--- config.mk ---
export PLATFORM = sky130hd
export DESIGN_NAME = pipe_mux_stage
export DESIGN_NICKNAME = d
export VERILOG_FILES = /design/src/rtl/pipe_mux_pkg.sv /design/src/rtl/mux_n_sel.sv /design/src/rtl/pipe_mux_stage.sv
export SDC_FILE = /design/constraint.sdc
export NUM_CORES = 1
export LEC_CHECK = 0
export BUFFER_PORTS_ARGS = -buffer_cell sky130_fd_sc_hd__buf_2
export CAP_MARGIN = 0
export CORE_ASPECT_RATIO = 0.8
export CORE_UTILIZATION = 45
export CTS_CLUSTER_DIAMETER = 40
export DETAILED_ROUTE_END_ITERATION = 16
export PLACE_DENSITY_LB_ADDON = 0.15
export SYNTH_ARGS = -nofsm -noshare
export SYNTH_HDL_FRONTEND = slang
export SYNTH_SLANG_ARGS = --single-unit
--- constraint.sdc ---
create_clock -name clk -period 2.65 [get_ports clk]
set_input_delay 0.795 -clock clk [delete_from_list [all_inputs] [get_ports clk]]
set_output_delay 0.795 -clock clk [all_outputs]
set_load 0.02 [all_outputs]
--- src/rtl/pipe_mux_pkg.sv ---
// Shared definitions for the pipelined N:1 select stage: occupancy state encoding and
// the select-width helper. Used by mux_n_sel and pipe_mux_stage (macro PIPE_MUX_ONEHOT_EN).
package pipe_mux_pkg;

    typedef enum logic [1:0] {
        ST_EMPTY = 2'd0,
        ST_ONE   = 2'd1,
        ST_TWO   = 2'd2
    } occ_state_t;

    // Ceiling log2; callers guarantee value >= 2 so the result is never zero.
    function automatic int clog2(input int value);
        int result;
        int rem;
        result = 0;
        rem    = value - 1;
        while (rem > 0) begin
            result = result + 1;
            rem    = rem >> 1;
        end
        return result;
    endfunction

endpackage

--- src/rtl/mux_n_sel.sv ---
// Combinational N:1 word select with an illegal-select flag.
// PIPE_MUX_ONEHOT_EN defined: one-hot select through an AND-OR tree; otherwise binary select.
module mux_n_sel
    import pipe_mux_pkg::*;
#(
    parameter int WIDTH  = 32,
    parameter int NUM_IN = 4,
    parameter int SEL_W  = clog2(NUM_IN)
) (
    input  logic [NUM_IN*WIDTH-1:0] in_data,
`ifdef PIPE_MUX_ONEHOT_EN
    input  logic [NUM_IN-1:0]       in_sel,
`else
    input  logic [SEL_W-1:0]        in_sel,
`endif
    output logic [WIDTH-1:0]        sel_data,
    output logic                    sel_illegal
);

`ifdef PIPE_MUX_ONEHOT_EN
    logic [WIDTH-1:0] and_or;

    // Zero or several hot bits would OR channels together, so force the word to 0 then.
    always_comb begin
        and_or = '0;
        for (int k = 0; k < NUM_IN; k++) begin
            and_or = and_or | (in_data[k*WIDTH +: WIDTH] & {WIDTH{in_sel[k]}});
        end
        sel_illegal = !$onehot(in_sel);
        sel_data    = sel_illegal ? '0 : and_or;
    end
`else
    always_comb begin
        sel_data    = '0;
        sel_illegal = 1'b1;
        for (int k = 0; k < NUM_IN; k++) begin
            if (in_sel == SEL_W'(k)) begin
                sel_data    = in_data[k*WIDTH +: WIDTH];
                sel_illegal = 1'b0;
            end
        end
    end
`endif

endmodule

--- src/rtl/pipe_mux_stage.sv ---
// N:1 select mux feeding a registered 2-entry skid buffer with valid/ready on both sides.
// Select encoding follows PIPE_MUX_ONEHOT_EN (one-hot when defined, binary otherwise).
module pipe_mux_stage
    import pipe_mux_pkg::*;
#(
    parameter int WIDTH  = 32,
    parameter int NUM_IN = 4,
    parameter int SEL_W  = clog2(NUM_IN)
) (
    input  logic                    clk,
    input  logic                    rst,
    input  logic [NUM_IN*WIDTH-1:0] in_data,
`ifdef PIPE_MUX_ONEHOT_EN
    input  logic [NUM_IN-1:0]       in_sel,
`else
    input  logic [SEL_W-1:0]        in_sel,
`endif
    input  logic                    in_valid,
    output logic                    in_ready,
    input  logic                    flush,
    output logic [WIDTH-1:0]        out_data,
    output logic                    out_valid,
    input  logic                    out_ready,
    output logic                    sel_err
);

    occ_state_t       state;
    logic [WIDTH-1:0] head_q;
    logic [WIDTH-1:0] skid_q;
    logic [WIDTH-1:0] sel_data;
    logic             sel_illegal;
    logic             accept;
    logic             pop;

    mux_n_sel #(
        .WIDTH  (WIDTH),
        .NUM_IN (NUM_IN),
        .SEL_W  (SEL_W)
    ) u_mux (
        .in_data     (in_data),
        .in_sel      (in_sel),
        .sel_data    (sel_data),
        .sel_illegal (sel_illegal)
    );

    assign accept   = in_valid && in_ready;
    assign pop      = out_valid && out_ready;
    assign out_data = head_q;

    // Head is the visible entry and is cleared whenever it empties, so out_data is 0
    // while out_valid is low. in_ready is computed from the next state, never from out_ready.
    always_ff @(posedge clk) begin
        if (!rst || flush) begin
            state     <= ST_EMPTY;
            head_q    <= '0;
            skid_q    <= '0;
            out_valid <= 1'b0;
            in_ready  <= 1'b1;
            sel_err   <= 1'b0;
        end else begin
            sel_err <= accept && sel_illegal;
            case (state)
                ST_EMPTY: begin
                    if (accept) begin
                        head_q    <= sel_data;
                        state     <= ST_ONE;
                        out_valid <= 1'b1;
                    end
                    in_ready <= 1'b1;
                end
                ST_ONE: begin
                    if (accept && !pop) begin
                        skid_q   <= sel_data;
                        state    <= ST_TWO;
                        in_ready <= 1'b0;
                    end else if (pop && !accept) begin
                        head_q    <= '0;
                        state     <= ST_EMPTY;
                        out_valid <= 1'b0;
                        in_ready  <= 1'b1;
                    end else begin
                        if (accept) begin
                            head_q <= sel_data;
                        end
                        in_ready <= 1'b1;
                    end
                end
                ST_TWO: begin
                    if (pop) begin
                        head_q   <= skid_q;
                        skid_q   <= '0;
                        state    <= ST_ONE;
                        in_ready <= 1'b1;
                    end else begin
                        in_ready <= 1'b0;
                    end
                end
                default: begin
                    state     <= ST_EMPTY;
                    head_q    <= '0;
                    skid_q    <= '0;
                    out_valid <= 1'b0;
                    in_ready  <= 1'b1;
                end
            endcase
        end
    end

endmodule

# After elaboration in Yosys (flattened, before gate mapping)
# Cells that the tools add are included.
# W data, S select, Z words.
word_totals:
  register_bits: 69
  output_inout_bits: 35
  elab_cells: 62
  in_bits: 135
classes:
  muxes: 28
  n_bitwise: 2
  reduce_logical: 15
  n_eq_ne: 11
ops:
  columns: ["cell", "count"]
  rows:
  - ["$mux W32", 10]
  - ["$pmux W32 S3", 2]
  - ["$ne A2 B2 Y1 const B", 5]
  - ["$mux W1", 9]
  - ["$mux W2", 4]
  - ["$eq A2 B2 Y1 const B", 3]
  - ["$pmux W2 S3", 1]
  - ["$reduce_and A3 Y1", 2]
  - ["$logic_and A1 B1 Y1", 5]
  - ["$eq A2 B1 Y1 const B", 2]
  - ["$logic_not A2 Y1", 2]
  - ["$reduce_and A4 Y1", 1]
  - ["$logic_not A1 Y1", 3]
  - ["$ne A3 B3 Y1 const B", 1]
  - ["$pmux W1 S3", 1]
  - ["$not A1 Y1", 2]
  - ["$pmux W1 S2", 1]
  - ["$reduce_and A2 Y1", 1]
  - ["$logic_or A1 B1 Y1", 1]

# Longest topological paths before layout
# Gate-level depths: netlist of the first run.
depth:
  word_depth: 9
  mapped_depth: 10
  depth_no_buf: 6

# By module
# Synthesis of the first run repeated with hierarchy kept, for this count alone.
unflattened:
  hier_cells: 266
  hier_area_um2: 3483.3
modules_own_cells:
  columns: ["module", "area_per_inst_um2", "n_inst", "seq_area_each_um2", "cells_per_inst"]
  rows:
  - ["pipe_mux_stage", 2657.5, 1, 1381.3, 225]
  - ["mux_n_sel", 825.8, 1, 0.0, 41]

# Least setup slack after synthesis of the first run
# OpenSTA, ideal clock, no wires.
synth_timing:
  path_type: "input to register"
  start: "input port in_valid"
  end: "register head_q[26] (netlist: out_data[26])"
  arrival_ns: 2.299
  t_required_ns: 2.559
  stages: 10
  setup_time_ns: 0.091
  slack_ns: 0.260
  cell_sequence: "and2_1 -> buf_2 -> clkinv_1 -> buf_2 -> ha_1 -> nor2b_1 -> buf_4 -> buf_2 -> o211ai_1 -> a311oi_1"
synth_between:
  elab_chain_len: 6
  word_cells_on_any_way: 10
  classes_between: "eq/ne: 1; mux: 4; reduce/logical: 5"
synth_lines:
  columns: ["element", "line", "rtl"]
  rows:
  - ["from (decl)", "pipe_mux_stage.sv:18", "input logic in_valid,"]
  - ["$logic_and A1 B1 Y1 (*)", "pipe_mux_stage.sv:46", "assign accept = in_valid && in_ready;"]
  - ["$logic_not A1 Y1", "pipe_mux_stage.sv:76", "end else if (pop && !accept) begin"]
  - ["$logic_and A1 B1 Y1", "pipe_mux_stage.sv:76", null]
  - ["$mux W32", "pipe_mux_stage.sv:76", null]
  - ["$mux W32", "pipe_mux_stage.sv:72", "if (accept && !pop) begin"]
  - ["$pmux W32 S3", "pipe_mux_stage.sv:62", "case (state)"]
  - ["to (signal assigned)", "pipe_mux_stage.sv:65", "head_q <= sel_data;"]
  - ["to (signal assigned)", "pipe_mux_stage.sv:83", "head_q <= sel_data;"]
  - ["to (signal assigned)", "pipe_mux_stage.sv:90", "head_q <= skid_q;"]
  - ["to (decl)", "pipe_mux_stage.sv:28", "logic [WIDTH-1:0] head_q;"]
# Mark *: on every way between the ends. The rest lies on a longest branch, timed or not. The select of a mux whose other input is x is not followed.
# A chain may end at the register's enable or synchronous reset.

# Worst setup path in the final report of the first run
layout_timing:
  start: "register state[0]"
  end: "register head_q[5] (netlist: out_data[5])"
layout_between:
  elab_chain_len: 3
  word_cells_on_any_way: 7
  classes_between: "eq/ne: 4; mux: 1; reduce/logical: 2"
layout_lines:
  columns: ["element", "line", "rtl"]
  rows:
  - ["from (decl)", "pipe_mux_stage.sv:27", "occ_state_t state;"]
  - ["from (signal assigned)", "pipe_mux_stage.sv:54", "state <= ST_EMPTY;"]
  - ["from (signal assigned)", "pipe_mux_stage.sv:66", "state <= ST_ONE;"]
  - ["from (signal assigned)", "pipe_mux_stage.sv:74", "state <= ST_TWO;"]
  - ["$eq A2 B2 Y1 / $eq A2 B1 Y1 (equally long branches)", "pipe_mux_stage.sv:62", null]
  - ["$ne A2 B2 Y1 (no line)", null, null]
  - ["$reduce_and A2 Y1 (no line)", null, null]
# Several ways; a longest one is shown, not always the timed one.

==> flow_summary.yaml, run 1 <==
outcome:
  status: "finished clean"
synthesis:
  postSynthCellCount: 470
  yosysWarningCount: 0
  synthDistinctLibCells: 30
  yosys_register_bits: 69
  synth_nets: 611
  seq_area_frac_synth_pct: 29.59
  avgSynthCellArea_um2: 9.932
  synthesis.area_mm2: 0.004668
routing:
  vias_per_cell: 6.450
  vias: 4741
  post_drt_wl_per_cell_um: 18.98
  wirelength_mm: 13.95
  firstDrtPassIters: 5
  drtIter0Drc: 322
  ant_nets: 0
  drc: 0
clock_network:
  ctsHoldBuffers: 0
  cts_resized: 0
  cts_sinks: 69
  cts_made_buffers: 9
  cts.clk_slew.worst_paths_ns: 0.05
  clk_latency_ns: 0.34
  clockBufferDepth: 2
  post-cts-setup-buffers: 0
  root_buffer: "clkbuf_16"
  cts_tree: "built"
  htree_num_levels: 3
power:
  peakVddDrop_mv: 0.2895
  p_sw_share_pct: 26.52
  clockPowerShare_pct: 44.1
  seq_power_share_pct: 37.1
  p_total_w: 0.002938
  net-switching-power_w: 0.0007792
  power_frac_comb_pct: 18.8
  power_density_mw_per_mm2: 503.4
  p_int_w: 0.002159
  leakagePower_nw: 2.255
critical_path:
  reg2regPathDepth: 5
  rr_endpoint: "out_data[5]"
  critical_path_class: "reg -> reg"
  cp_max_fo: 57
  cp-endpoint: "out_data[5]"
  startpoint_type: "flop"
  end_kind: "flop"
  rrSetupSlack_ns: 0.52
  critPathRequiredTime_ns: 2.88
  worstPathArrival_ns: 2.37
  reg2reg_from: "state[0]"
  crit_start: "state[0]"
global_routing:
  grt_pass1_wl_mm: 22.11
  grt_max_degree: 58
  groute.usage.overall_pct: 26.05
  grt_antenna_before_repair: 0
  grt_pass1_vias: 4413
  grt_overflow: 0
layout:
  n_fill_cell: 879
  finalNetCount: 736
  final-seq-area_mm2: 0.001381
  stdcell_area_mm2: 0.005836
  syn_to_final_growth_pct: 25.01
  n_antenna_cell: 0
  multiInputGateArea_mm2: 0.002908
  drive_gt1_share_pct: 35.73
  final_util_pct: 59.25
timing:
  slew_headroom_pct: 41.90
  final.setup.tns_ns: 0
  finClkSkew_ns: 0.008025
  final_hold_viol_count: 0
  max_freq_mhz: 469.0
  period_needed_ns: 2.132
  rsz0062_at_grt: "false"
  finalMaxSlewViolations: 0
  fin_crit_sh_pct: 80.46
  worst_slew_pin_slew_ns: 0.8696
  setup_viol: 0
die:
  pin_count: 170
  start_util_pct: 47.40
  die_h_um: 93.10
  die_x_um: 115.9
  core_area_mm2: 0.009849
  dieArea_mm2: 0.01079
  rows: 32
placement:
  dp_hpwl_mm: 8.781
  place_area_mm2: 0.005520
  io_buffers: 169
  globalplace.congestion: 0.8003
hold_path:
  hold_path_class: "reg -> reg"
job:
  drv_cap: 0
[routing by layer]
layer	share of wire (%)	routed length, µm	track usage [%]
met1	47	6514	35.33
met2	46	6357	42.26
met3	6.8	950	5.055
met4	0.92	128	6.838
met5	0	0	0
[placed cells by master, fill, tap and decap left out, types with 2 or more instances in the layout]
master | netlist | final
a211oi_1 | 34 | 34
and2_1 | 3 | 2
dfxtp_1 | 69 | 69
bufinv_16 | 0 | 2
a21oi_1 | 66 | 66
nand4_1 | 32 | 32
inv_1 | 5 | 5
buf_12 | 0 | 4
a311oi_1 | 32 | 32
o211ai_1 | 64 | 64
ha_1 | 6 | 4
o31ai_1 | 34 | 34
or4_1 | 2 | 2
mux4_2 | 3 | 3
nand2_1 | 3 | 3
nor2b_4 | 0 | 2
clkbuf_16 | 0 | 9
buf_2 | 30 | 169
mux4_1 | 29 | 29
buf_4 | 8 | 15
[power by group through the flow]
stage	clock network [W]	registers, W	logic [W]
3_3_place_gp	0	0.00111	0.000539
5_1_grt	0.00135	0.00110	0.000599
6_report	0.00129	0.00109	0.000552
3_5_place_dp	0	0.00111	0.000551
4_1_cts	0.00131	0.00109	0.000553
2_1_floorplan	0	0.00114	0.000324
[worst min path at each step]
stage               start          to  slack, ns  cells past startpoint
2_1_floorplan  skid_q[16]  skid_q[16]       0.44                      2
3_3_place_gp   skid_q[31]  skid_q[31]       0.45                      2
3_5_place_dp   skid_q[10]  skid_q[10]       0.46                      2
4_1_cts         skid_q[2]   skid_q[2]       0.47                      2
5_1_grt        skid_q[21]  skid_q[21]       0.49                      2
6_report        skid_q[2]   skid_q[2]       0.47                      2
[cells by family (layout without fill, tap and decap cells)]
family / after synthesis / in the layout / share of synthesized area, %
multiplexers: 32 / 32 / 17.77
adder cells (fa/ha/maj): 6 / 6 / 1.608
buffers and inverters: 80 / 209 / 9.006
flip-flops: 69 / 69 / 29.59
other: 1 / 1 / 0.08033
AND/OR/NAND/NOR: 45 / 45 / 5.950
AO/OA/AOI/OAI: 237 / 237 / 36.00
[state kept, by name, indices dropped and copies added, names as in the netlist]
| signal | count |
|---|---|
| out_data | 32 |
| skid_q | 32 |
| state | 2 |
| in_ready | 1 |
| out_valid | 1 |
| sel_err | 1 |
[worst max-delay path, stage by stage, from the launching register on]
cell and delay (ns):
dfxtp_1 0.34, inv_1 0.13, ha_4 0.46, buf_4 0.56, o211ai_1 0.18, a311oi_1 0.33
[cell usage after synthesis, drive strengths merged]
library cell / instances / share of area, %
a31o: 1 / 0.38
buf: 45 / 6.2
nand2: 3 / 0.24
mux4: 32 / 18
ha: 6 / 1.6
nand2b: 2 / 0.27
nand4: 32 / 4.3
a21boi: 2 / 0.40
dfxtp: 69 / 30
and2: 3 / 0.40
nor2b: 2 / 0.27
clkinv: 1 / 0.080
o21bai: 1 / 0.16
a21bo: 1 / 0.35
a21oi: 66 / 7.1
o211a: 1 / 0.21
a311oi: 32 / 6.0
clkbuf: 29 / 2.3
nand3b: 1 / 0.16
conb: 1 / 0.080
or4: 2 / 0.32
o211ai: 64 / 10
inv: 5 / 0.40
a211o: 1 / 0.19
o31ai: 34 / 5.5
a211oi: 34 / 5.5
[cell type report]
cell class / count / share of cell area (%)
multi-input combinational: 321 / 49.83
sequential: 69 / 23.67
timing repair buffer: 188 / 17.80
clock buffer: 11 / 4.160
tap: 136 / 2.916
clock inverter: 4 / 1.244
inverter: 6 / 0.3859
[through the flow]
stage / hold WS [ns] / std cells / setup WS [ns]
after floorplan: 0.4449 / 470 / 0.2602
after global placement: 0.4512 / 720 / 0.2958
after detailed placement: 0.4602 / 720 / 0.2262
after CTS: 0.4686 / 735 / 0.5519
after global routing: 0.4895 / 735 / 0.4012
final: 0.4670 / 735 / 0.5178
(Power assumes the default switching activity.)
==> run 2, diff against run 1 <==
--- a/config.mk
+++ b/config.mk
@@ -5,6 +5,7 @@
 export SDC_FILE = /design/constraint.sdc
 export NUM_CORES = 1
 export LEC_CHECK = 0
+export ABC_AREA = 1
 export BUFFER_PORTS_ARGS = -buffer_cell sky130_fd_sc_hd__buf_2
 export CAP_MARGIN = 0
 export CORE_ASPECT_RATIO = 0.8
==> constraint.sdc (replaced) <==
create_clock -name clk -period 1.93 [get_ports clk]
set_input_delay 0.579 -clock clk [delete_from_list [all_inputs] [get_ports clk]]
set_output_delay 0.579 -clock clk [all_outputs]
set_load 0.02 [all_outputs]
==> flow_summary.yaml, run 2 <==
synthesis:
  synth_top_area_share_pct: 30.09
  synth_compound_gate_area_share_pct: 14.12
  yosys.area_share.simple_pct: 43.58
  postSynthCellCount: 769
  synthTopCellsByCount: "nand2_1, nand3_1, dfxtp_1"
  yosys_register_bits: 69
  synthesis.area_mm2: 0.004591
  synth_edf_count: 0
  ys.flop_type: "dfxtp_1"
  seq_area_frac_synth_pct: 30.09
  synthDistinctLibCells: 26
  synth_top_family_by_area: "simple AND/OR/NAND/NOR gates"
  synthArstFlopShare_pct: 0
  avgSynthCellArea_um2: 5.970
  yosysWarningCount: 0
  synth_fa_ha_area_share_pct: 1.635
  muxShareOfSynthArea_pct: 0
  yosysMostFrequentCell: "nand2_1"
  synth_area_leader_cell: "dfxtp_1"
  synthTopCellsByArea: "dfxtp_1, nand2_1, nand3_1, a21oi_1, o21ai_0"
  synth_nets: 910
  yosys.area_share.xor_xnor_pct: 0
clock_network:
  clockBufferDepth: 2
  ctsHoldBuffers: 0
  cts_made_buffers: 9
  root_buffer: "clkbuf_16"
  htree_num_levels: 3
  cts_resized: 0
  cts_tree: "built"
  cts.clk_slew.worst_paths_ns: 0.06
  cts_sinks: 69
  post-cts-setup-buffers: 0
  clk_latency_ns: 0.34
timing:
  max_freq_mhz: 562.0
  setup_viol: 0
  fin_crit_sh_pct: 92.19
  fin_ws_ns: 0.1507
  final_hold_viol_count: 0
  rsz0062_at_grt: "false"
  finClkSkew_ns: 0.007806
  finalMaxSlewViolations: 0
  period_needed_ns: 1.779
placement:
  pre_cts_ws_ns: -0.1110
  dp_hpwl_mm: 9.978
  globalplace.congestion: 0.8117
  io_buffers: 169
global_routing:
  grt_pass1_wl_mm: 22.89
  grt_antenna_before_repair: 0
  grt_max_degree: 65
  grt_pass1_vias: 4970
  grt_overflow: 0
  groute.usage.overall_pct: 27.47
critical_path:
  critical_path_class: "reg -> reg"
  worstPathArrival_ns: 1.99
  end_kind: "flop"
  cp_max_fo: 16
  critPathRequiredTime_ns: 2.14
  startpoint_type: "flop"
die:
  dieArea_mm2: 0.01061
  start_util_pct: 46.99
  die_x_um: 114.9
  die_h_um: 92.34
  rows: 32
  core_area_mm2: 0.009769
  pin_count: 170
job:
  drv_cap: 0
routing:
  vias: 5448
  wirelength_mm: 14.67
  post_drt_wl_per_cell_um: 13.74
  vias_per_cell: 5.101
  firstDrtPassIters: 5
  ant_nets: 0
  drtIter0Drc: 305
  drc: 0
layout:
  drive_gt1_share_pct: 27.58
  final_common_cell: "nand2_1"
  final_cell_mix: "nand2_1, buf_2, nand3_1, dfxtp_1, a21oi_1"
  n_antenna_cell: 0
  final_util_pct: 62.27
  n_fill_cell: 943
  syn_to_final_growth_pct: 32.52
  final-seq-area_mm2: 0.001381
  finalNetCount: 1068
  multiInputGateArea_mm2: 0.002775
outcome:
  status: "finished clean"
power:
  power_density_mw_per_mm2: 748.4
  peakVddDrop_mv: 0.5303
  leakagePower_nw: 3.074
hold_path:
  hold_path_class: "reg -> reg"
==> run 2: cell count changes in the layout (fill, tap and decap cells not counted), moves of 32 or more <==
cell	delta
nand3_1	+76
o211ai_1	-64
o31ai_1	-34
a211oi_1	-34
o21ai_0	+52
inv_1	+50
a311oi_1	-32
nand2_1	+331
==> run 2: final timing paths <==
kind	slack (ns)	start	cells after the start	to
max reg2reg	0.15	state[0]	11	out_data[18]
min	0.45	out_valid	2	out_valid
min reg2reg	0.45	out_valid	2	out_valid
max	0.15	state[0]	11	out_data[18]
==> run 2: cells by family (layout without fill, tap and decap cells) <==
group           after synthesis  in the layout
buf+inv                     107            270
compound gates              122            122
flops                        69             69
other cells                   1              1
fa+ha+maj                     6              6
simple gates                464            464
==> run 2: power by group <==
group | switching [W] | leakage [nW] | internal [W]
clock | 0.000647 | 0.154 | 0.00120
sequential | 0.0000407 | 0.560 | 0.00148
combinational | 0.000712 | 2.36 | 0.000473
total | 0.00140 | 3.07 | 0.00315
==> run 2: metal layers <==
| layer | global-route usage [%] | wire, µm | vias to the layer above |
|---|---|---|---|
| met2 | 46.39 | 6920 | 195 |
| met4 | 11.04 | 335 | 0 |
| met1 | 34.38 | 6516 | 2477 |
| met5 | 0 | 0 | - |
| met3 | 5.170 | 897 | 30 |
| li1 | - | - | 2746 |
==> run 2: cell type report <==
| cell class | instances | area share [%] |
|---|---|---|
| Inverter | 58 | 3.579 |
| Sequential cell | 69 | 22.71 |
| Multi-Input combinational cell | 593 | 45.62 |
| Clock buffer | 11 | 4.155 |
| Tap cell | 136 | 2.797 |
| Clock inverter | 5 | 1.357 |
| Timing Repair Buffer | 196 | 19.79 |
==> run 2: stage by stage <==
step / std cells / hold WS [ns] / setup TNS (ns) / power, W / instance area [µm²]
2_1_floorplan: 769 / 0.4437 / 0 / 0.002284 / 4651
3_3_place_gp: 1051 / 0.4490 / -0.8357 / 0.002658 / 5703
3_5_place_dp: 1051 / 0.4486 / -2.341 / 0.002692 / 5703
4_1_cts: 1067 / 0.4581 / 0 / 0.004533 / 6038
5_1_grt: 1068 / 0.4844 / 0 / 0.004773 / 6083
6_report: 1068 / 0.4535 / 0 / 0.004553 / 6083
==> run 2: critical path, cell delays in order (launching register included) <==
cell and delay (ns):
dfxtp_1 0.41, inv_1 0.11, ha_1 0.23, inv_1 0.20
nand2_4 0.12, buf_12 0.17, o21ai_0 0.11, inv_1 0.06
nand2_1 0.06, nand2_1 0.06, nand2_1 0.07, a21oi_1 0.06
==> run 3, diff against run 2 <==
--- a/config.mk
+++ b/config.mk
@@ -9,10 +9,11 @@
 export BUFFER_PORTS_ARGS = -buffer_cell sky130_fd_sc_hd__buf_2
 export CAP_MARGIN = 0
 export CORE_ASPECT_RATIO = 0.8
+export CORE_MARGIN = 2
 export CORE_UTILIZATION = 45
 export CTS_CLUSTER_DIAMETER = 40
 export DETAILED_ROUTE_END_ITERATION = 16
-export PLACE_DENSITY_LB_ADDON = 0.15
+export PLACE_DENSITY_LB_ADDON = 0.25
 export SYNTH_ARGS = -nofsm -noshare
 export SYNTH_HDL_FRONTEND = slang
 export SYNTH_SLANG_ARGS = --single-unit
==> flow_summary.yaml, run 3 (same netlist as run 2, synthesis figures left out) <==
outcome:
  status: "finished clean"
die:
  die_x_um: 116.9
  pin_count: 170
  start_util_pct: 46.99
  rows: 32
  core_area_mm2: 0.009769
  die_h_um: 94.34
  dieArea_mm2: 0.01103
global_routing:
  grt_pass1_vias: 4515
  grt_overflow: 0
  grt_antenna_before_repair: 0
  groute.usage.overall_pct: 24.67
  grt_max_degree: 52
  grt_pass1_wl_mm: 21.52
routing:
  vias_per_cell: 4.867
  ant_nets: 0
  firstDrtPassIters: 5
  drtIter0Drc: 353
  post_drt_wl_per_cell_um: 12.96
  vias: 5193
  drc: 0
  wirelength_mm: 13.83
power:
  peakVddDrop_mv: 0.6201
  leakagePower_nw: 3.072
  power_density_mw_per_mm2: 713.3
layout:
  final_cell_mix: "nand2_1, buf_2, nand3_1, dfxtp_1, a21oi_1"
  instances_no_fill: 1067
  finalNetCount: 1070
  n_antenna_cell: 0
  final_common_cell: "nand2_1"
  n_fill_cell: 951
  drive_gt1_share_pct: 27.50
  syn_to_final_growth_pct: 31.86
  stdcell_area_mm2: 0.006053
clock_network:
  root_buffer: "clkbuf_16"
  clk_latency_ns: 0.33
  cts.clk_slew.worst_paths_ns: 0.05
  clockBufferDepth: 2
  htree_num_levels: 3
  cts_sinks: 69
  ctsHoldBuffers: 0
  cts_tree: "built"
  cts_made_buffers: 9
hold_path:
  hold_path_class: "reg -> reg"
timing:
  finalMaxSlewViolations: 0
  setup_viol: 0
  finClkSkew_ns: 0.004148
  final_hold_viol_count: 0
  rsz0062_at_grt: "false"
  max_freq_mhz: 586.8
  fin_crit_sh_pct: 88.30
  fin_ws_ns: 0.2257
  holdWs_ns: 0.4640
  final.setup.tns_ns: 0
  period_needed_ns: 1.704
placement:
  place_area_mm2: 0.005731
  io_buffers: 169
  pre_cts_ws_ns: -0.1050
  globalplace.congestion: 0.8005
  post-place-cells: 1053
  dp_hpwl_mm: 9.572
critical_path:
  end_kind: "flop"
  path_buf_inv: 4
  critPathRequiredTime_ns: 2.19
  critPathMaxStageDelay_ns: 0.32
  rrSetupSlack_ns: 0.23
  critical_path_class: "reg -> reg"
  path_cells: "inv_1 > ha_2 > inv_1 > or2_1 > nand2_4 > clkbuf_16 > o21ai_0 > inv_1 > nand2_1 > nand2_1 > nand2_1 > a21oi_2"
  cp_top_family: "simple AND/OR/NAND/NOR gates"
  startpoint_type: "flop"
  cp_slowest_cell: "dfxtp_1"
  worstPathArrival_ns: 1.97
  cp_max_fo: 16
job:
  drv_cap: 0
## run 3: cell count changes in the layout (fill, tap and decap cells not counted), sizes merged
cell,previous run,this run
buf,195,197
clkinvlp,3,0
bufinv,2,1
clkinv,0,1
## run 3: report_power, final
| group | total, W | switching [W] | leakage (nW) | internal (W) |
|---|---|---|---|---|
| Sequential | 0.00152 | 0.0000378 | 0.560 | 0.00148 |
| Combinational | 0.00117 | 0.000689 | 2.37 | 0.000479 |
| Clock | 0.00163 | 0.000588 | 0.143 | 0.00105 |
| Total | 0.00432 | 0.00131 | 3.07 | 0.00300 |
## run 3: final cells by class
| cell class | instances | area (µm²) | area share, % |
|---|---|---|---|
| multi-input cells | 593 | 2765 | 45.68 |
| repair buffers | 198 | 1231 | 20.34 |
| clock buffers | 11 | 252.7 | 4.175 |
| inverters | 58 | 217.7 | 3.597 |
| clock inverters | 2 | 35.03 | 0.5788 |
| flip-flops and latches | 69 | 1381 | 22.82 |
| well taps | 136 | 170.2 | 2.811 |
## run 3: per-stage QoR
stage          util [%]  power [W]
2_1_floorplan         -   0.002284
3_3_place_gp      58.66   0.002675
3_5_place_dp      58.66   0.002684
4_1_cts           61.60   0.004317
5_1_grt           61.96   0.004546
6_report          61.96   0.004318
## run 3: routing by layer
metal	vias to the layer above	wire [µm]	track usage [%]
met3	19	902	4.814
met4	0	239	6.765
met2	170	6177	39.98
met5	-	0	0
li1	2748	-	-
met1	2256	6508	33.62
## run 3: path summary, 6_finish.rpt
kind,start,end,cells after the start
setup / recovery,state[1],out_data[23],12
hold / removal,out_valid,out_valid,2
setup reg to reg,state[1],out_data[23],12
hold reg to reg,out_valid,out_valid,2
## run 3: timing repair
| action | 4_1_cts | 5_1_grt |
|---|---|---|
| gates resized for setup | 0 | 3 |
| endpoints found under the setup margin | 0 | 3 |
| buffers inserted | 0 | 0 |
## run 3: worst register-to-register path, cell delays in order (launching register included)
cell and delay [ns]:
dfxtp_1 0.32, inv_1 0.10, ha_2 0.21, inv_1 0.05, or2_1 0.25, nand2_4 0.11
clkbuf_16 0.19, o21ai_0 0.09, inv_1 0.06, nand2_1 0.04, nand2_1 0.05, nand2_1 0.06
a21oi_2 0.12
